## src/rtl/rr_grant_scheduler_8_if.sv

```systemverilog
// Request/grant bundle between eight requesters and the round-robin scheduler.
// The master side drives the level requests; the slave side returns the grant.
interface rr_grant_scheduler_8_if;
  logic [7:0] req;
  logic [7:0] gnt;
  logic [2:0] gnt_idx;
  logic       gnt_en;
  logic       preempt;

  modport master (
    output req,
    input  gnt,
    input  gnt_idx,
    input  gnt_en,
    input  preempt
  );

  modport slave (
    input  req,
    output gnt,
    output gnt_idx,
    output gnt_en,
    output preempt
  );
endinterface

```

## src/rtl/rr_grant_scheduler_8.sv

```systemverilog
// 8-way round-robin arbiter with grant hold, max-hold preemption and a
// one-cycle turnaround gap between owners. All outputs are registered.
module rr_grant_scheduler_8 #(
  parameter int MAX_HOLD = 8,
  parameter int CNT_W    = 4
) (
  input  logic                 clk,
  input  logic                 rst_n,
  rr_grant_scheduler_8_if.slave bus
);

  localparam logic [CNT_W-1:0] MAX_HOLD_C = CNT_W'(MAX_HOLD);
  localparam logic [CNT_W-1:0] ONE_C      = CNT_W'(1);

  typedef enum logic [1:0] {
    ST_IDLE  = 2'd0,
    ST_GRANT = 2'd1,
    ST_GAP   = 2'd2
  } state_t;

  state_t           state_reg, state_next;
  logic [2:0]       ptr_reg, ptr_next;
  logic [CNT_W-1:0] hold_cnt_reg, hold_cnt_next;
  logic [7:0]       gnt_reg, gnt_next;
  logic [2:0]       gnt_idx_reg, gnt_idx_next;
  logic             gnt_en_reg, gnt_en_next;
  logic             preempt_reg, preempt_next;

  // Requests rotated so that bit 0 corresponds to the requester at ptr.
  logic [7:0] rot_req;
  logic [2:0] win_off;
  logic [2:0] win_idx;
  logic       any_req;
  logic       owner_req;
  logic       others_waiting;

  genvar gi;
  generate
    for (gi = 0; gi < 8; gi++) begin : g_rot
      assign rot_req[gi] = bus.req[3'(ptr_reg + 3'(gi))];
    end
  endgenerate

  always_comb begin
    win_off = 3'd0;
    for (int k = 7; k >= 0; k--) begin
      if (rot_req[k]) begin
        win_off = 3'(k);
      end
    end
  end

  assign win_idx        = 3'(ptr_reg + win_off);
  assign any_req        = |bus.req;
  assign owner_req      = bus.req[gnt_idx_reg];
  assign others_waiting = |(bus.req & ~gnt_reg);

  always_ff @(posedge clk or negedge rst_n) begin
    if (!rst_n) begin
      state_reg    <= ST_IDLE;
      ptr_reg      <= 3'd0;
      hold_cnt_reg <= '0;
      gnt_reg      <= 8'd0;
      gnt_idx_reg  <= 3'd0;
      gnt_en_reg   <= 1'b0;
      preempt_reg  <= 1'b0;
    end else begin
      state_reg    <= state_next;
      ptr_reg      <= ptr_next;
      hold_cnt_reg <= hold_cnt_next;
      gnt_reg      <= gnt_next;
      gnt_idx_reg  <= gnt_idx_next;
      gnt_en_reg   <= gnt_en_next;
      preempt_reg  <= preempt_next;
    end
  end

  always_comb begin
    state_next    = state_reg;
    ptr_next      = ptr_reg;
    hold_cnt_next = hold_cnt_reg;
    gnt_next      = gnt_reg;
    gnt_idx_next  = gnt_idx_reg;
    gnt_en_next   = gnt_en_reg;
    preempt_next  = 1'b0;

    case (state_reg)
      ST_IDLE, ST_GAP: begin
        if (any_req) begin
          state_next    = ST_GRANT;
          gnt_next      = 8'b1 << win_idx;
          gnt_idx_next  = win_idx;
          gnt_en_next   = 1'b1;
          hold_cnt_next = ONE_C;
        end else begin
          state_next    = ST_IDLE;
          gnt_next      = 8'd0;
          gnt_idx_next  = 3'd0;
          gnt_en_next   = 1'b0;
          hold_cnt_next = '0;
        end
      end

      ST_GRANT: begin
        // Release takes priority over preemption, so preempt stays low then.
        if (!owner_req || (hold_cnt_reg >= MAX_HOLD_C && others_waiting)) begin
          state_next    = ST_GAP;
          ptr_next      = 3'(gnt_idx_reg + 3'd1);
          gnt_next      = 8'd0;
          gnt_idx_next  = 3'd0;
          gnt_en_next   = 1'b0;
          hold_cnt_next = '0;
          preempt_next  = owner_req;
        end else if (hold_cnt_reg < MAX_HOLD_C) begin
          hold_cnt_next = hold_cnt_reg + ONE_C;
        end else begin
          hold_cnt_next = MAX_HOLD_C;
        end
      end

      default: begin
        state_next    = ST_IDLE;
        gnt_next      = 8'd0;
        gnt_idx_next  = 3'd0;
        gnt_en_next   = 1'b0;
        hold_cnt_next = '0;
      end
    endcase
  end

  assign bus.gnt     = gnt_reg;
  assign bus.gnt_idx = gnt_idx_reg;
  assign bus.gnt_en  = gnt_en_reg;
  assign bus.preempt = preempt_reg;

endmodule

```

## src/flat_wrapper.sv

```systemverilog
// flat-port wrapper written by rule: the top's interface ports become plain ports
module rr_grant_scheduler_8_flat 
#(
  parameter int MAX_HOLD = 8,
  parameter int CNT_W    = 4
)
  (clk, rst_n, bus_req, bus_gnt, bus_gnt_idx, bus_gnt_en, bus_preempt);
  rr_grant_scheduler_8_if bus_i ();
  input  logic clk;
  input  logic rst_n;
  input wire logic [$bits(bus_i.req)-1:0] bus_req;
  output wire logic [$bits(bus_i.gnt)-1:0] bus_gnt;
  output wire logic [$bits(bus_i.gnt_idx)-1:0] bus_gnt_idx;
  output wire logic [$bits(bus_i.gnt_en)-1:0] bus_gnt_en;
  output wire logic [$bits(bus_i.preempt)-1:0] bus_preempt;
  assign bus_i.req = bus_req;
  assign bus_gnt = bus_i.gnt;
  assign bus_gnt_idx = bus_i.gnt_idx;
  assign bus_gnt_en = bus_i.gnt_en;
  assign bus_preempt = bus_i.preempt;
  rr_grant_scheduler_8 #(.MAX_HOLD(MAX_HOLD), .CNT_W(CNT_W)) u_core (.clk(clk), .rst_n(rst_n), .bus(bus_i));
endmodule
```

## config.mk

```make
export PLATFORM = sky130hd
export DESIGN_NAME = rr_grant_scheduler_8_flat
export DESIGN_NICKNAME = d
export VERILOG_FILES = /design/src/rtl/rr_grant_scheduler_8_if.sv /design/src/rtl/rr_grant_scheduler_8.sv /design/src/flat_wrapper.sv
export SDC_FILE = /design/constraint.sdc
export NUM_CORES = 1
export LEC_CHECK = 0
export CAP_MARGIN = 15
export CORE_MARGIN = 2
export CORE_UTILIZATION = 49
export DETAILED_ROUTE_END_ITERATION = 10
export PLACE_DENSITY = 0.72
export SYNTH_ARGS = -nofsm -noshare
export SYNTH_HDL_FRONTEND = slang
export SYNTH_SLANG_ARGS = --single-unit
```

## constraint.sdc

```tcl
create_clock -name clk -period 4.65 [get_ports clk]
set_input_delay 0.93 -clock clk [delete_from_list [all_inputs] [get_ports clk]]
set_output_delay 0.93 -clock clk [all_outputs]
set_load 0.01 [all_outputs]
```

Yosys cells after proc, flatten, opt, wreduce, memory -nomap -nowiden

Cells that the tools add are included.

Add/subtract/negate cells: 10
$lt $le $gt $ge: 11
Eq/ne operators: 3
Shift operators: 1
Mux-type cells: 44
Bitwise logic cells: 2
Reduce and logical (&&, ||, !) cells: 8

Operators with widths:

| operator              | number |
|---|---|
| $lt A3 B4 Y1 const B  | 9 |
| $mux W3               | 10 |
| $bmux W1 S3           | 9 |
| $mux W8               | 2 |
| $pmux W8 S2           | 1 |
| $reduce_or A8 Y1      | 2 |
| $mux W1               | 15 |
| $add A3 B3 Y3 const B | 4 |
| $and A8 B8 Y8         | 1 |
| $mux W4               | 2 |
| $not A8 Y8            | 1 |
| $pmux W4 S2           | 1 |
| $shl A1 B3 Y8 const A | 1 |
| $add A3 B1 Y3 const B | 2 |
| $add A3 B2 Y3 const B | 2 |
| $pmux W3 S2           | 1 |
| $add A4 B1 Y4 const B | 1 |
| $ge A4 B4 Y1 const B  | 1 |
| $lt A4 B4 Y1 const B  | 1 |
| $pmux W2 S2           | 1 |
| $add A3 B3 Y3         | 1 |
| $eq A2 B1 Y1 const B  | 1 |
| $eq A2 B2 Y1 const B  | 1 |
| $logic_not A2 Y1      | 1 |
| other kinds (8)       | 8 |

Register bits after elaboration: 22
Bits of input ports: 10
Output and inout bits: 13

Longest topological paths before layout

Gate-level depths: netlist of the first run.

Word-level depth: 15
Mapped depth: 17
Gate-level depth less buffers: 15

Least setup slack after synthesis of the first run

OpenSTA, ideal clock, no wires.

Kind: register to register
Start: register u_core.ptr_reg[0]
End: register u_core.gnt_idx_reg[2], in the netlist u_core.bus.gnt_idx[2]
Arrival time: 3.635 ns
Data required time: 4.528 ns
Slack: 0.893 ns
Cell stages (with the launch flop): 15
Buffers on the path: 3
Clock period less this slack: 3.757 ns
Path through: dfrtp_1 > buf_2 > inv_1 > ha_1 > buf_6 > mux2_2 > mux4_2 > or2_0 > buf_6 > o22ai_1 > a21oi_1 > fa_1 > xnor2_1 > o21ai_2 > a32o_1

Word-level cells in the longest chain between the ends: 14
Elaborated cells on any way between the ends: 34

Ends and longest elaborated chain:

| element                       | line                       | source |
|---|---|---|
| from (decl)                   | rr_grant_scheduler_8.sv:22 | `logic [2:0] ptr_reg, ptr_next;` |
| from (signal assigned)        | rr_grant_scheduler_8.sv:69 | `ptr_reg <= ptr_next;` |
| $add A3 B3 Y3                 | rr_grant_scheduler_8.sv:40 | `assign rot_req[gi] = bus.req[3'(ptr_reg + 3'(gi))];` |
| $bmux W1 S3                   | rr_grant_scheduler_8.sv:40 |  |
| $mux W1 (implied by the code) | rr_grant_scheduler_8.sv:40 |  |
| $mux W3 (8 in series)         | rr_grant_scheduler_8.sv:47 | `if (rot_req[k]) begin` |
| $add A3 B3 Y3 *               | rr_grant_scheduler_8.sv:53 | `assign win_idx = 3'(ptr_reg + win_off);` |
| $mux W3 *                     | rr_grant_scheduler_8.sv:89 | `if (any_req) begin` |
| $pmux W3 S2 *                 | rr_grant_scheduler_8.sv:87 | `case (state_reg)` |
| to (signal assigned)          | rr_grant_scheduler_8.sv:72 | `gnt_idx_reg <= gnt_idx_next;` |
| to (decl)                     | rr_grant_scheduler_8.sv:25 | `logic [2:0] gnt_idx_reg, gnt_idx_next;` |

Mark *: on every way between the ends. The rest lies on a longest branch, timed or not. The select of a mux whose other input is x is not followed.
A chain may end at the register's enable or synchronous reset.

Worst setup path in the final report of the first run

Start: register u_core.ptr_reg[1]
End: register u_core.gnt_reg[2], in the netlist u_core.bus.gnt[2]

Word-level cells in the longest chain between the ends: 15
Elaborated cells on any way between the ends: 35

Ends and longest elaborated chain:

| element                       | line                       | source |
|---|---|---|
| $add A3 B3 Y3                 | rr_grant_scheduler_8.sv:40 |  |
| $bmux W1 S3                   | rr_grant_scheduler_8.sv:40 |  |
| $mux W1 (implied by the code) | rr_grant_scheduler_8.sv:40 |  |
| $mux W3 (8 in series)         | rr_grant_scheduler_8.sv:47 |  |
| $add A3 B3 Y3 *               | rr_grant_scheduler_8.sv:53 |  |
| $shl A1 B3 Y8 *               | rr_grant_scheduler_8.sv:91 | `gnt_next = 8'b1 << win_idx;` |
| $mux W8 *                     | rr_grant_scheduler_8.sv:89 |  |
| $pmux W8 S2 *                 | rr_grant_scheduler_8.sv:87 |  |
| to (signal assigned)          | rr_grant_scheduler_8.sv:71 | `gnt_reg <= gnt_next;` |
| to (decl)                     | rr_grant_scheduler_8.sv:24 | `logic [7:0] gnt_reg, gnt_next;` |

Marks and branches as above.

==> impl_summary.log, run 1 <==
[metrics] result of the run: finished clean
[metrics] vias after detailed routing: roughly 1500
[metrics] max_cap viols: 0
[metrics] Worst Setup End Kind: register
[metrics] cell leakage power: just under 0.9 nW
[metrics] type of the worst min-delay path: reg2reg
[metrics] number of enable-type register cells in the synthesized netlist: 0
[metrics] accumulated negative setup slack: 0 ns
[metrics] Async SR Flop Fraction: 100.0%
[metrics] clock sink count: 21
[metrics] last weighted congestion value of the routability-driven placer: roughly 0.85
[metrics] worst-path cell chain: inv_1 -> ha_1 -> mux2_2 -> mux4_1 -> o21ai_0 -> a21oi_1 -> o22a_1 -> ha_1 -> inv_1 -> fa_1 -> nor4_1 -> o21ai_0 -> nand3_1
[metrics] First-pass DRT Iterations: 4
[metrics] number of buffers added for setup after CTS: 0
[metrics] post-cts gate resize count: 0
[metrics] max reg flops: 8
[metrics] delay of the slowest cell on the worst path: 0.60 ns
[metrics] startpoint kind of the worst setup timing path: register
[metrics] final routed wirelength across all metal layers: between 4 and 5 mm
[metrics] synthesized cell area: roughly 1800 um^2
[metrics] startpoint of the lowest-slack hold path: u_core.hold_cnt_reg[0]$_DFF_PN0_
[metrics] number of different library cells in the post-synthesis netlist: 44
[metrics] Post-Synthesis Net Count: about 200
[metrics] Die H: ~65 um
[metrics] number of standard cells after synthesis: 185
[metrics] start of the worst register-to-register path: u_core.ptr_reg[1]$_DFFE_PN0P_
[metrics] time the final worst path needs with I/O delays and setup: around 4.1 ns
[metrics] starting density of the core: 50.03%
[metrics] pwr/cell area: a little over 700 nW/um^2
[metrics] hold endpoint: u_core.hold_cnt_reg[0]$_DFF_PN0_
[metrics] total chip power: approximately 1.5 mW
[metrics] diodes inserted: 0
[metrics] biggest fanout along the worst timing path: 11
[metrics] placed wire-length estimate: about 3.3 mm
[metrics] highest clock frequency the design can meet: approximately 240 MHz
[metrics] tightest slew margin relative to the limit: a little over a third
[metrics] TritonCTS clock tree: done
[metrics] placeable core region: between 3000 and 4000 um^2
[metrics] number of warning messages in the yosys log: 0
[metrics] portion of the post-synthesis area used by sequential elements: slightly below 30%
[metrics] CP arrival: about 4.4 ns
[metrics] final setup violation count: 0
[metrics] CTS Hold Bufs: 0
[metrics] Clock Path Buffers: 2
[metrics] per-cell routed wire length: around 17 um
[metrics] number of storage elements in the synthesis netlist: 21
[metrics] flop-to-flop setup slack: 0.51 ns
[metrics] total CTS buffers: 3
[metrics] Register-to-Register Path Depth: 13
[metrics] endpoint required time on the critical path: 4.85 ns
[metrics] pin count of the biggest net entering global routing: 22
[metrics] cell type of the slowest stage on the worst timing path: dfrtp_1
[metrics] post-route fraction of the period consumed by the critical path: about 89%
[metrics] top flip-flop cell by instance count after synthesis: dfrtp_1
[metrics] signed area change from the synthesized netlist to the final layout: 16.37%
[metrics] boundary pin count: 23
[metrics] Pins Over Slew Limit: 0
[metrics] GRT Util Overall: 23.12%
[metrics] post-synthesis average cell area: around 10 um^2
[metrics] number of global-route vias before repair: about 1600
[metrics] Root Driver: clkbuf_8
[metrics] post-route ant nets: 0
[metrics] post-CTS clock slew at the launch and capture registers of the worst setup and hold paths: around 0.090 ns
[metrics] worst setup path class: reg2reg
[metrics] initial antenna violation count: 0
[metrics] worst clock skew: roughly 0.010 ns
[metrics] worst slew pin tran: a little under 1 ns
[metrics] number of port buffers: 22
[metrics] # nets final: about 220
[metrics] num rows: 22
[metrics] total overflow reported by the global router: 0
[metrics] leading cell type in the layout, fill and taps excluded: clkdlybuf4s50_1
[metrics] vias per cell: between 5 and 6
[metrics] fraction of final layout cells sized beyond drive strength 1: 13.11%
[metrics] CTS HTree Levels: 1
[metrics] global-route wire length before repair: around 7.4 mm
[metrics] clock network latency to the later pin of the worst-skew pair: between 0.2 and 0.3 ns
[metrics] post-route DRC violation count: 0
[metrics] overall die area: 4184 um^2
[metrics] depth of the worst hold-timing path: 1
[metrics] worst ir drop on vdd: just under 0.4 mV
[metrics] number of DRC violations after detailed-routing iteration 0: 79
[metrics] width of the chip: around 65 um
[metrics] most frequent cells in the layout: 22 x clkdlybuf4s50_1, 21 x dfrtp_1, 18 x nand3_1
[metrics] r2r endpoint: u_core.bus.gnt[2]$_DFFE_PN0P_
[metrics] RSZ-0062 raised after global routing: false
[metrics] Final Hold Vio Count: 0
[worst max-delay path by stage]
stage | start | end | depth (start not counted)
4_1_cts | u_core.ptr_reg[1]$_DFFE_PN0P_ | u_core.bus.gnt[2]$_DFFE_PN0P_ | 13
3_3_place_gp | bus_req[2] | u_core.bus.gnt[2]$_DFFE_PN0P_ | 13
6_report | u_core.ptr_reg[1]$_DFFE_PN0P_ | u_core.bus.gnt[2]$_DFFE_PN0P_ | 13
3_5_place_dp | bus_req[2] | u_core.bus.gnt[2]$_DFFE_PN0P_ | 13
2_1_floorplan | u_core.ptr_reg[0]$_DFFE_PN0P_ | u_core.bus.gnt_idx[2]$_DFFE_PN0P_ | 14
5_1_grt | u_core.ptr_reg[1]$_DFFE_PN0P_ | u_core.bus.gnt[2]$_DFFE_PN0P_ | 13
[logic make-up after synthesis]
kind of cell,count (synthesis),share of synthesized area [%]
xor+xnor,8,3.883
mux,21,21.64
simple gates,66,18.45
fa+ha+maj,7,5.270
buf+inv,22,5.686
compound gates,40,15.95
flops,21,29.13
[cell type report]
type                            instances  area (um^2)
Clock buffer                            3        41.29
Timing Repair Buffer                   24        235.2
Multi-Input combinational cell        142         1176
Sequential cell                        21        525.5
Tap cell                               48        60.06
Fill cell                             308         1506
Clock inverter                          1        5.005
Inverter                               15        56.30
[per-layer routing]
metal,up-vias,routed length (um),global-route usage (%)
met5,-,0,0
met1,740,1789,28.60
met3,8,169,3.646
li1,731,-,-
met4,0,106,11.70
met2,39,2140,39.19
[worst max-delay path: cells and delay by family, from the launching register on]
kind | cells | cell delay [ns]
compound gates | 4 | 0.60
fa+ha+maj | 3 | 1.15
buf+inv | 2 | 0.26
flops | 1 | 0.60
mux | 2 | 0.96
simple gates | 2 | 0.51
[power by group]
part	leakage, nW	internal, mW	switching (mW)
Clock	0.0255	0.0600	0.0663
Combinational	0.584	0.484	0.559
Sequential	0.276	0.237	0.0719
Total	0.885	0.781	0.697
[synth_stat cells, drive strengths merged (2+ instances only)]
master / n / share of area (%)
buf: 6 / 2.4
nor3: 2 / 0.55
o22ai: 5 / 1.7
xnor2: 4 / 1.9
nand3: 18 / 5.0
o31a: 2 / 0.97
mux4: 12 / 16
mux2i: 3 / 1.7
nand2b: 3 / 1.0
or3b: 4 / 1.9
a21oi: 7 / 1.9
nand2: 15 / 3.1
mux2: 6 / 4.0
nor2b: 3 / 1.0
or2: 2 / 0.69
nor4: 4 / 1.4
xor2: 4 / 1.9
nand3b: 2 / 0.83
dfrtp: 21 / 29
o21ai: 14 / 4.1
ha: 6 / 4.2
inv: 14 / 2.9
nor2: 12 / 2.5
[stage by stage]
stage                     utilization (%)  hold WS (ns)  setup WS, ns  cell area (um^2)  instances
after floorplan                         -        0.4846        0.8931              1804        185
after global placement              56.94        0.5076        0.3592              2053        250
after detailed placement            56.94        0.5281        0.3130              2053        250
after CTS                           58.22        0.5472        0.4940              2100        254
after global routing                58.22        0.5822       0.05185              2100        254
final                               58.22        0.5383        0.5057              2100        254
No activity file was read; power rests on OpenSTA's default activity.
==> run 2: changes to the inputs <==
--- a/config.mk
+++ b/config.mk
@@ -8,6 +8,7 @@
 export CAP_MARGIN = 15
 export CORE_MARGIN = 2
 export CORE_UTILIZATION = 49
+export CTS_BUF_LIST = sky130_fd_sc_hd__clkbuf_4 sky130_fd_sc_hd__clkbuf_8 sky130_fd_sc_hd__clkbuf_16
 export DETAILED_ROUTE_END_ITERATION = 10
 export PLACE_DENSITY = 0.72
 export SYNTH_ARGS = -nofsm -noshare
==> results of run 2 <==
Same layout as run 1: the final DEF is identical, and so are final timing and power.
